[src/rtl/sm_addsub_acc.sv]
// ---------------------------------------------------------------------------
// sm_addsub_acc
//
// Multi-cycle sign-magnitude adder/subtractor with a running accumulator,
// used to reduce neuron partial sums in the DNN datapath. Operands are
// converted to WIDTH+1-bit two's complement, added, then converted back to
// sign-magnitude. The WIDTH+1-bit intermediate cannot overflow because its
// range is +/-2*MAXMAG.
//
// Pipeline: IDLE -> CONV -> ADD -> NORM -> OUT -> IDLE, one cycle per state
// except OUT, which waits for out_ready. With the accepting edge counted as
// the first, out_valid is high after the 4th rising edge. With out_ready held
// high, a new operation is accepted every 5 cycles.
//
// Configuration macro:
//   SM_ADD_SAT_EN  defined   : an overflowing result saturates to {sign, MAXMAG}
//                  undefined : an overflowing magnitude wraps modulo 2^(WIDTH-1)
//   ovf is set on overflow in both builds.
//
// Ports:
//   clk        in   rising-edge clock
//   rst        in   asynchronous, active-low reset
//   in_valid   in   operand bundle valid
//   in_ready   out  high only in IDLE (and low while rst is asserted)
//   a, b       in   sign-magnitude operands, WIDTH bits
//   op_sub     in   0: A+B, 1: A-B
//   acc_en     in   1: use the accumulator in place of a
//   out_valid  out  result valid (state OUT)
//   out_ready  in   downstream accepts the result
//   sum        out  sign-magnitude result, held until the next NORM
//   ovf        out  result magnitude exceeded MAXMAG
// ---------------------------------------------------------------------------
module sm_addsub_acc #(
    parameter int WIDTH = 32
) (
    input  logic             clk,
    input  logic             rst,
    input  logic             in_valid,
    output logic             in_ready,
    input  logic [WIDTH-1:0] a,
    input  logic [WIDTH-1:0] b,
    input  logic             op_sub,
    input  logic             acc_en,
    output logic             out_valid,
    input  logic             out_ready,
    output logic [WIDTH-1:0] sum,
    output logic             ovf
);

    localparam logic [WIDTH-2:0] MAXMAG = '1;

    typedef enum logic [2:0] {
        S_IDLE,
        S_CONV,
        S_ADD,
        S_NORM,
        S_OUT
    } state_t;

    state_t           state_q,  state_d;
    logic [WIDTH-1:0] a_q,      a_d;
    logic [WIDTH-1:0] b_q,      b_d;
    logic             op_sub_q, op_sub_d;
    logic             acc_en_q, acc_en_d;
    logic [WIDTH:0]   opa_q,    opa_d;
    logic [WIDTH:0]   opb_q,    opb_d;
    logic [WIDTH:0]   res_q,    res_d;
    logic [WIDTH-1:0] sum_q,    sum_d;
    logic             ovf_q,    ovf_d;
    logic [WIDTH-1:0] acc_q,    acc_d;

    // Sign-magnitude to WIDTH+1-bit two's complement. Negating a zero
    // magnitude yields zero, so negative zero needs no special case.
    function automatic logic [WIDTH:0] sm_to_tc(input logic [WIDTH-1:0] v);
        logic [WIDTH:0] mag_ext;
        mag_ext = {2'b00, v[WIDTH-2:0]};
        return v[WIDTH-1] ? -mag_ext : mag_ext;
    endfunction

    // Normalisation of the two's-complement sum back to sign-magnitude.
    logic             res_neg;
    logic [WIDTH:0]   res_abs;
    logic             norm_ovf;
    logic [WIDTH-2:0] norm_mag;
    logic [WIDTH-1:0] norm_sum;

    always_comb begin
        res_neg  = res_q[WIDTH];
        res_abs  = res_neg ? -res_q : res_q;
        norm_ovf = (res_abs > {2'b00, MAXMAG});
`ifdef SM_ADD_SAT_EN
        norm_mag = norm_ovf ? MAXMAG : res_abs[WIDTH-2:0];
`else
        norm_mag = res_abs[WIDTH-2:0];
`endif
        // A zero magnitude (including one produced by wrapping) is always +0.
        norm_sum = {res_neg && (norm_mag != '0), norm_mag};
    end

    always_comb begin
        // NOTE: every signal gets a default before the case so no path leaves
        // it unassigned; otherwise synthesis infers a latch.
        state_d  = state_q;
        a_d      = a_q;
        b_d      = b_q;
        op_sub_d = op_sub_q;
        acc_en_d = acc_en_q;
        opa_d    = opa_q;
        opb_d    = opb_q;
        res_d    = res_q;
        sum_d    = sum_q;
        ovf_d    = ovf_q;
        acc_d    = acc_q;

        case (state_q)
            S_IDLE: begin
                if (in_valid) begin
                    a_d      = a;
                    b_d      = b;
                    op_sub_d = op_sub;
                    acc_en_d = acc_en;
                    state_d  = S_CONV;
                end
            end
            S_CONV: begin
                opa_d   = sm_to_tc(acc_en_q ? acc_q : a_q);
                opb_d   = op_sub_q ? -sm_to_tc(b_q) : sm_to_tc(b_q);
                state_d = S_ADD;
            end
            S_ADD: begin
                res_d   = opa_q + opb_q;
                state_d = S_NORM;
            end
            S_NORM: begin
                // Result, flag and accumulator move together; every operation
                // reloads the accumulator, so acc_en=0 starts a new chain.
                sum_d   = norm_sum;
                ovf_d   = norm_ovf;
                acc_d   = norm_sum;
                state_d = S_OUT;
            end
            S_OUT: begin
                if (out_ready) begin
                    state_d = S_IDLE;
                end
            end
            default: state_d = S_IDLE;
        endcase
    end

    // NOTE: sequential state uses non-blocking assignments so every flop
    // samples pre-edge values regardless of statement order.
    always_ff @(posedge clk or negedge rst) begin
        if (!rst) begin
            state_q  <= S_IDLE;
            a_q      <= '0;
            b_q      <= '0;
            op_sub_q <= 1'b0;
            acc_en_q <= 1'b0;
            opa_q    <= '0;
            opb_q    <= '0;
            res_q    <= '0;
            sum_q    <= '0;
            ovf_q    <= 1'b0;
            acc_q    <= '0;
        end else begin
            state_q  <= state_d;
            a_q      <= a_d;
            b_q      <= b_d;
            op_sub_q <= op_sub_d;
            acc_en_q <= acc_en_d;
            opa_q    <= opa_d;
            opb_q    <= opb_d;
            res_q    <= res_d;
            sum_q    <= sum_d;
            ovf_q    <= ovf_d;
            acc_q    <= acc_d;
        end
    end

    // in_ready is gated by rst so it reads 0 for the whole reset interval.
    assign in_ready  = rst && (state_q == S_IDLE);
    assign out_valid = (state_q == S_OUT);
    assign sum       = sum_q;
    assign ovf       = ovf_q;

endmodule

[config.mk]
export PLATFORM = sky130hd
export DESIGN_NAME = sm_addsub_acc
export DESIGN_NICKNAME = d
export VERILOG_FILES = /design/src/rtl/sm_addsub_acc.sv
export SDC_FILE = /design/constraint.sdc
export NUM_CORES = 1
export LEC_CHECK = 0
export ABC_AREA = 1
export CAP_MARGIN = 20
export CORE_ASPECT_RATIO = 0.5
export CORE_UTILIZATION = 60
export DETAILED_ROUTE_END_ITERATION = 16
export PLACE_DENSITY = 0.82
export SYNTH_ARGS = -nofsm -noshare
export SYNTH_HDL_FRONTEND = slang
export SYNTH_SLANG_ARGS = --single-unit
[constraint.sdc]
create_clock -name clk -period 2.76 [get_ports clk]
set_input_delay 0.552 -clock clk [delete_from_list [all_inputs] [get_ports clk]]
set_output_delay 0.552 -clock clk [all_outputs]
set_load 0.02 [all_outputs]
==> flow_metrics.env, run 1 <==
export IMPL_status="finished, final reports clean"
export IMPL_dr_pass1_iters=6
export IMPL_diodes=0
export IMPL_fmax_ghz=0.389
export IMPL_cp_arrival_ns=2.02
export IMPL_slew_headroom_pct=39.5
export IMPL_antenna_found_initial=0
export IMPL_synth_enable_flop_cells=0
export IMPL_mappedNetlistNets=1956
export IMPL_cts_root_buf="clkbuf_16"
export IMPL_crit_fanout=4
export IMPL_grt_pass1_wl_um=58500
export IMPL_die_w_um=213
export IMPL_rsz0062_at_grt="false"
export IMPL_wl_um=36100
export IMPL_ctsHtreeMaxLevel=1
export IMPL_rows=38
export IMPL_finalSetupViolCount=0
export IMPL_ys_ff_latch=201
export IMPL_vias=12400
export IMPL_drtIter0Drc=1111
export IMPL_cts_hold_buf=0
export IMPL_r2r_end="opb_q[28]"
export IMPL_place_hpwl_um=27400
export IMPL_synth_flop_cell="dfrtp_1"
export IMPL_routedWlPerCell_um=16.0
export IMPL_layout_area_overhead_vs_synth_pct=15.7
export IMPL_fill_cells=1836
export IMPL_synth_async_reset_ratio_pct=100
export IMPL_fin_skew_ns=0.0209
export IMPL_clk_pin_slew_worst_paths_ns=0.07
export IMPL_clock_path_buffers=3
export IMPL_nNetsFinal=2053
export IMPL_overflow=0
export IMPL_p_per_area_nw_per_um2=1420
export IMPL_r2r_cells=17
export IMPL_use_met2_pct=46.1
export IMPL_fin_crit_sh_pct=93.0
export IMPL_tightest_slew_ns=0.908
export IMPL_rr_startpoint="b_q[0]"
export IMPL_startpoint_type="flop"
export IMPL_clock_latency_ns=0.53
export IMPL_top_usage_layer="met1"
export IMPL_grt_max_degree=145
export IMPL_critPathRequiredTime_ns=2.21
export IMPL_start_util_pct=61.3
export IMPL_yosysWarnings=0
export IMPL_fin_tns_setup_ns=0
export IMPL_hold_path_class="in -> async"
export IMPL_design_area_sq_um=15400
export IMPL_synth_cells=1848
export IMPL_grt_pass1_vias=11400
export IMPL_cts_sinks=201
export IMPL_synth_sequential_area_ratio_pct=37.7
export IMPL_regArea_sq_um=5030
export IMPL_ir_worst_vdd_uv=623
export IMPL_use_met1_pct=51.0
export IMPL_multi_input_area_sq_um=7340
export IMPL_core_area_sq_um=21700
export IMPL_cts_tree="done"
export IMPL_antenna_left=0
export IMPL_leakagePower_nw=7.41
export IMPL_globalRouteTotalUtil_pct=32.8
export IMPL_numCtsBuffers=20
export IMPL_placed_cell_area_sq_um=14700
export IMPL_routabilityCongestion=0.972
export IMPL_worst_setup_path_type="reg -> out"
export IMPL_chipHeight_um=107
export IMPL_avgSynthCellArea_sq_um=7.21
export IMPL_period_needed_ns=2.57
export IMPL_avgViaCountPerCell=5.50
export IMPL_cp_end_kind="primary output"
export IMPL_r2r_slack_ns=0.23
export IMPL_grt_use_met3_pct=7.56
export IMPL_yosysUniqueCellTypes=51
export IMPL_io_pins=105
export IMPL_remaining_drc_errors=0
export IMPL_hold_viol_final=0
export IMPL_synth_area_sq_um=13300
export IMPL_dieArea_sq_um=22900
export IMPL_io_buffers=104
export IMPL_finalMaxSlewViolations=0
export IMPL_drive_above_1_share_pct=8.53
export IMPL_drv_cap=0
-- layout make-up --
cell class / count / share of cell area [%]
multi-input combinational: 1404 / 47.6
sequential: 201 / 32.6
timing repair buffer: 133 / 8.59
inverter: 185 / 4.52
clock buffer: 25 / 3.50
tap: 300 / 2.43
clock inverter: 10 / 0.755
-- registers in the layout, summed over array words and instances (netlist names), 3 cells and up --
name,flops
opa_q,33
res_q,33
b_q,32
state_q,3
acc_q,32
a_q,32
opb_q,33
-- worst max-delay path by stage --
| stage | start | to | slack [ns] | depth (start not counted) |
|---|---|---|---|---|
| after floorplan | b_q[0] | opb_q[30] | 0.45 | 17 |
| after global placement | acc_en_q | opa_q[23] | 0.25 | 11 |
| after detailed placement | acc_en_q | opa_q[23] | 0.24 | 11 |
| after CTS | state_q[2] | in_ready | 0.11 | 3 |
| after global routing | res_q[0] | acc_q[31] | 0.004 | 15 |
| final | state_q[2] | in_ready | 0.19 | 3 |
-- placed cells by master, fill, tap and decap left out, types with 4 or more instances in the layout --
cell type / count
nor2_1: 202
nor2_2: 14
nand3b_1: 9
nor2_4: 5
clkbuf_16: 20
nand2_1: 503
a21oi_1: 77
nand2_2: 14
nand3_1: 131
xnor2_1: 30
buf_4: 24
inv_2: 6
dfrtp_1: 200
nor3_2: 4
a31oi_1: 10
ha_1: 37
clkinv_2: 5
inv_1: 178
o21ai_2: 16
clkdlybuf4s50_1: 103
nor3_1: 13
o21ai_0: 151
a21o_1: 5
nand4_1: 27
o21bai_1: 7
xor2_1: 57
nor4_1: 6
mux2_2: 32
buf_12: 5
or2_2: 6
o21ai_1: 22
-- cells in the mapped netlist (2+ instances only) --
master    instances  area share [%]
nor2_1          204             5.7
nand2_2          13            0.61
inv_1           179             5.0
a221oi_1          2            0.13
xnor2_1          30             2.0
o21ai_1          21            0.79
o21a_1            3            0.17
a21o_1            5            0.28
ha_1             37             3.5
a21oi_1          77             2.9
buf_2             3            0.11
o21ai_0         152             5.7
nor2_4            5            0.42
mux2_2           32             2.7
nand3_1         132             5.0
nor3_2            2            0.15
xor2_1           57             3.7
inv_2             5            0.14
nor2_2           12            0.56
buf_4             4            0.23
nor3_1           15            0.56
o21ai_2          16             1.1
or2_2             6            0.28
nor4_1            6            0.28
nand3b_1          9            0.51
clkbuf_1         42             1.2
o21bai_1          7            0.39
o211ai_1          3            0.17
buf_6             8            0.68
and2_1            2           0.094
nand2_1         504              14
nand4_1          27             1.3
a31oi_1          10            0.47
dfrtp_1         201              38
-- worst max-delay path, cell delays in order (launching register included) --
cell	delay, ns
dfrtp_1	0.45
nor2_2	0.24
and3_1	0.21
clkdlybuf4s50_1	0.60
-- stage by stage --
stage	hold WS (ns)	setup WS, ns	power (mW)	std cells	util [%]
after floorplan	0.256	0.449	15.0	1848	-
after global placement	0.466	0.255	18.6	2221	67.9
after detailed placement	0.474	0.239	18.7	2221	67.9
after CTS	0.210	0.109	21.7	2256	70.9
after global routing	0.235	0.00450	23.9	2258	71.0
final	0.103	0.192	22.0	2258	71.0
-- layer usage --
layer,part of all wire (%),up-vias
li1,-,6199
met2,39,495
met4,1.6,0
met5,0,-
met3,9.3,50
met1,50,5678
-- where the power goes --
| group | internal [mW] | switching, mW | leakage [nW] |
|---|---|---|---|
| combinational | 4.83 | 8.58 | 4.66 |
| clock | 1.58 | 1.24 | 0.319 |
| sequential | 4.41 | 1.33 | 2.43 |
| total | 10.8 | 11.1 | 7.41 |
-- cell families after synthesis --
family | share of synthesized area (%)
XOR/XNOR | 5.72
flip-flops | 37.7
buffers and inverters | 7.45
adder cells (fa/ha/maj) | 3.62
AO/OA/AOI/OAI | 12.7
AND/OR/NAND/NOR | 30.1
multiplexers | 2.70
-- repair_timing --
item,CTS,global route
buffers inserted,0,2
resized for setup,0,4
endpoints found under the setup margin,0,7
(Power assumes the default switching activity.)
==> run 2, diff against run 1 <==
Settings changed: TNS_END_PERCENT set to 1.
==> run 2 against run 1 <==
Register-to-register slack about the same. Wire length about the same. Worst setup slack worse by 0.0021 ns. Combinational power about the same. Via count down 0.39%. Clock power about the same. Cell area about the same. Sequential share of layout area about the same. Sequential cell count unchanged. Cell count about the same. Clock-buffer cell count unchanged.
==> flow_metrics.env, run 2 (same netlist as run 1, synthesis figures left out) <==
export IMPL_slew_headroom_pct=40.5
export IMPL_clk_pin_slew_worst_paths_ns=0.07
export IMPL_ctsHtreeMaxLevel=1
export IMPL_cts_tree="done"
export IMPL_p_per_area_nw_per_um2=1420
export IMPL_place_hpwl_um=27400
export IMPL_ir_worst_vdd_uv=625
export IMPL_drive_above_1_share_pct=8.44
export IMPL_wl_um=36100
export IMPL_die_w_um=213
export IMPL_tightest_slew_ns=0.893
export IMPL_cp_arrival_ns=2.02
export IMPL_io_pins=105
export IMPL_antenna_found_initial=0
export IMPL_overflow=0
export IMPL_core_area_sq_um=21700
export IMPL_rows=38
export IMPL_dr_pass1_iters=5
export IMPL_grt_max_degree=145
export IMPL_period_needed_ns=2.57
export IMPL_hold_path_class="in -> async"
export IMPL_dieArea_sq_um=22900
export IMPL_dp_cells=2221
export IMPL_cts_hold_buf=0
export IMPL_diodes=0
export IMPL_startpoint_type="flop"
export IMPL_routedWlPerCell_um=16.0
export IMPL_drv_cap=0
export IMPL_critPathLaunch="state_q[2]"
export IMPL_finalMaxSlewViolations=0
export IMPL_whs_ns=0.107
export IMPL_cp_end_kind="primary output"
export IMPL_drtIter0Drc=1067
export IMPL_rsz0062_at_grt="true"
export IMPL_hold_viol_final=0
export IMPL_leakagePower_nw=7.40
export IMPL_cts_sinks=201
export IMPL_routabilityCongestion=0.972
export IMPL_worst_setup_path_type="reg -> out"
export IMPL_mostFrequentLayoutCells="nand2_1, nor2_1, dfrtp_1"
export IMPL_crit_fanout=4
export IMPL_nNetsFinal=2051
export IMPL_r2r_slack_ns=0.22
export IMPL_cts_root_buf="clkbuf_16"
export IMPL_fin_skew_ns=0.0205
export IMPL_globalRouteTotalUtil_pct=32.8
export IMPL_final_common_cell="nand2_1"
export IMPL_finalSetupViolCount=0
export IMPL_vias=12400
export IMPL_fmax_ghz=0.389
export IMPL_status="finished, final reports clean"
export IMPL_remaining_drc_errors=0
export IMPL_ctsResizeCount=0
export IMPL_antenna_left=0
export IMPL_avgViaCountPerCell=5.48
export IMPL_critPathRequiredTime_ns=2.21
export IMPL_clock_path_buffers=3
export IMPL_numCtsBuffers=20
export IMPL_r2r_cells=11
export IMPL_power_mw=21.9
export IMPL_post_cts_buffers=0
export IMPL_rr_startpoint="acc_en_q"
export IMPL_layout_area_overhead_vs_synth_pct=15.6
export IMPL_chipHeight_um=107
export IMPL_start_util_pct=61.3
export IMPL_grt_pass1_vias=11400
export IMPL_clock_latency_ns=0.53
export IMPL_fin_cells=2256
export IMPL_io_buffers=104
export IMPL_top_regs="opa_q: 33 flops, opb_q: 33 flops, res_q: 33 flops"
export IMPL_grt_pass1_wl_um=58500
export IMPL_fin_crit_sh_pct=93.1
-- run 2: cell count changes in the layout (fill, tap and decap cells not counted) --
cell | previous run | this run
buf_4 | 24 | 22
-- run 2: layout make-up --
| class | count | area, sq um |
|---|---|---|
| clock buffer | 25 | 539 |
| clock inverter | 10 | 116 |
| fill | 1838 | 6320 |
| inverter | 185 | 697 |
| multi-input combinational | 1404 | 7340 |
| sequential | 201 | 5030 |
| tap | 300 | 375 |
| timing repair buffer | 131 | 1310 |
-- run 2: worst paths after layout --
kind / endpoint
max in group asynchronous: b_q[1]
min in group clk: opb_q[21]
min reg2reg: opb_q[21]
max reg2reg: opa_q[23]
min: acc_q[29]
max: in_ready
-- run 2: per-stage QoR --
step / TNS [ns] / worst slack [ns] / util, % / area [sq um]
after CTS: 0 / 0.109 / 70.9 / 15400
after detailed placement: 0 / 0.239 / 67.9 / 14700
final: 0 / 0.190 / 70.9 / 15400
after global routing: -0.00725 / -0.00725 / 70.9 / 15400
after floorplan: 0 / 0.449 / - / 13300
after global placement: 0 / 0.255 / 67.9 / 14700
-- run 2: power breakdown --
| part | internal (mW) | leakage [nW] | total, mW | switching, mW |
|---|---|---|---|---|
| Combinational | 4.81 | 4.65 | 13.4 | 8.54 |
| Sequential | 4.40 | 2.43 | 5.74 | 1.34 |
| Clock | 1.58 | 0.319 | 2.82 | 1.24 |
-- run 2: worst max-delay path: stages, from the launching register on --
cell and delay [ns]:
dfrtp_1 0.45, nor2_2 0.24, and3_1 0.20, clkdlybuf4s50_1 0.60
-- run 2: metal layers --
layer	wire length (um)	GRT usage, %
met1	18000	51.0
met4	580	6.37
met5	0	0
met3	3270	7.56
met2	14200	46.1
==> run 3, diff against run 2 <==
Settings changed: HOLD_SLACK_MARGIN set to 0.06, REMOVE_ABC_BUFFERS set to 1.
==> run 3 against run 2 <==
Combinational power hardly changed. Clock skew is 0.0086 ns higher. Via count hardly changed. Global-route usage is 0.53 points lower. Sequential cell count stayed put. Power is 0.17% lower. Cell area hardly changed. Clock power is 4% higher. First-iteration DRC count is 9.2% higher. Register-to-register slack better by 0.03 ns. Clock-buffer cell count stayed put. Worst setup slack worse by 0.12 ns. Largest cell class unchanged.
==> flow_metrics.env, run 3 (same netlist as run 1, synthesis figures left out) <==
export IMPL_critPathSlowestCell="clkdlybuf4s50_1"
export IMPL_io_pins=105
export IMPL_leakagePower_nw=7.40
export IMPL_rows=38
export IMPL_hold_path_class="reg -> reg"
export IMPL_tightest_slew_ns=0.826
export IMPL_routedWlPerCell_um=15.8
export IMPL_hold_viol_final=0
export IMPL_vias=12400
export IMPL_highest_layer="met4"
export IMPL_ctsHtreeMaxLevel=1
export IMPL_dieArea_sq_um=22900
export IMPL_globalRouteTotalUtil_pct=32.3
export IMPL_numCtsBuffers=20
export IMPL_design_area_sq_um=15400
export IMPL_critPathRequiredTime_ns=2.21
export IMPL_post_route_util_pct=70.9
export IMPL_crit_fanout=4
export IMPL_fin_tns_setup_ns=0
export IMPL_core_area_sq_um=21700
export IMPL_routabilityCongestion=0.985
export IMPL_diodes=0
export IMPL_startpoint_type="flop"
export IMPL_mostFrequentLayoutCells="nand2_1, nor2_1, dfrtp_1"
export IMPL_fmax_ghz=0.372
export IMPL_grt_pass1_wl_um=57900
export IMPL_slew_headroom_pct=44.9
export IMPL_cts_root_buf="clkbuf_16"
export IMPL_wl_met1_um=17700
export IMPL_overflow=0
export IMPL_chipHeight_um=107
export IMPL_period_needed_ns=2.69
export IMPL_clock_path_buffers=3
export IMPL_crit_path_cell_trace="nor2_1, and3_1, clkdlybuf4s50_1"
export IMPL_regArea_sq_um=5030
export IMPL_status="finished, final reports clean"
export IMPL_fin_skew_ns=0.0291
export IMPL_p_per_area_nw_per_um2=1420
export IMPL_fill_cells=1873
export IMPL_cp_arrival_ns=2.14
export IMPL_avgViaCountPerCell=5.49
export IMPL_whs_ns=0.489
export IMPL_clock_latency_ns=0.53
export IMPL_top_regs="opa_q: 33 flops, opb_q: 33 flops, res_q: 33 flops"
export IMPL_placed_cell_area_sq_um=14700
export IMPL_antenna_found_initial=1
export IMPL_start_util_pct=61.3
export IMPL_multi_input_area_sq_um=7330
export IMPL_finalSetupViolCount=0
export IMPL_final_common_cell="nand2_1"
export IMPL_cp_end_kind="primary output"
export IMPL_drive_above_1_share_pct=8.29
export IMPL_io_buffers=104
export IMPL_nNetsFinal=2049
export IMPL_cts_tree="done"
export IMPL_wl_um=35700
export IMPL_ir_worst_vdd_uv=641
export IMPL_cts_sinks=201
export IMPL_wl_met2_um=14300
export IMPL_layout_area_overhead_vs_synth_pct=15.6
export IMPL_worst_setup_path_type="reg -> out"
export IMPL_finalMaxSlewViolations=0
export IMPL_fin_crit_sh_pct=97.5
export IMPL_drv_cap=0
export IMPL_power_mw=21.9
export IMPL_grt_max_degree=76
export IMPL_antenna_left=0
export IMPL_die_w_um=213
export IMPL_clk_pin_slew_worst_paths_ns=0.07
export IMPL_max_stage_delay_ns=0.60
export IMPL_place_hpwl_um=27300
export IMPL_rsz0062_at_grt="false"
export IMPL_grt_pass1_vias=11200
export IMPL_remaining_drc_errors=0
export IMPL_drtIter0Drc=1165
export IMPL_dr_pass1_iters=8
export IMPL_met3_length_um=3150
[run 3: cell types whose count changed in the layout (fill, tap and decap cells not counted)]
cell           change
buf_12             -1
buf_4              -2
bufinv_16          +1
clkinv_2           -1
clkinvlp_4         -1
dfrtp_2            -1
dfrtp_4            +1
dlygate4sd3_1      +1
inv_6              +2
nand2_1            +1
nand2_2            -1
o21ai_0            +1
o21ai_1            -1
[run 3: metrics by stage]
step / worst slack, ns / std cells
after global routing: 0.00617 / 2255
after CTS: 0.0925 / 2255
after detailed placement: 0.250 / 2218
after floorplan: -1.20 / 1790
final: 0.0690 / 2255
after global placement: 0.337 / 2218
[run 3: worst paths after layout]
check                                 from   endpoint  slack (ns)  depth (start not counted)
worst max-delay path            state_q[2]   in_ready        0.07                          3
worst min-delay path             opb_q[21]  opb_q[21]        0.49                          2
worst max register to register    opa_q[0]  res_q[24]        0.25                         15
worst min register to register   opb_q[21]  opb_q[21]        0.49                          2
max in group asynchronous              rst    b_q[12]        0.71                          4
min in group asynchronous              rst     a_q[5]        0.62                          3
[run 3: metal layers]
layer	global-route usage, %	vias up
li1	-	6183
met1	50.7	5669
met2	45.8	466
met3	6.24	52
met4	6.06	0
met5	0	-
[run 3: critical path, delay by kind of cell, from the launching register on]
kind / cells / cell delay (ns)
buffers and inverters: 1 / 0.60
DFF: 1 / 0.42
and+or+nand+nor: 2 / 0.59
[run 3: layout make-up]
type	instances	area share, %
repair buffers	129	8.34
clock inverters	11	0.982
flip-flops and latches	201	32.7
well taps	300	2.43
inverters	185	4.52
multi-input cells	1404	47.6
clock buffers	25	3.50
[run 3: repair_timing]
action                                  4_1_cts  5_1_grt
setup buffers                                 0        0
hold buffers                                  1        0
gates resized for setup                       0        3
endpoints found under the hold margin        21        0
endpoints found under the setup margin        0        8
[run 3: report_power, final]
part | total, mW | switching, mW | internal (mW)
clock network | 2.94 | 1.25 | 1.69
logic | 13.2 | 8.50 | 4.74
registers | 5.71 | 1.30 | 4.41
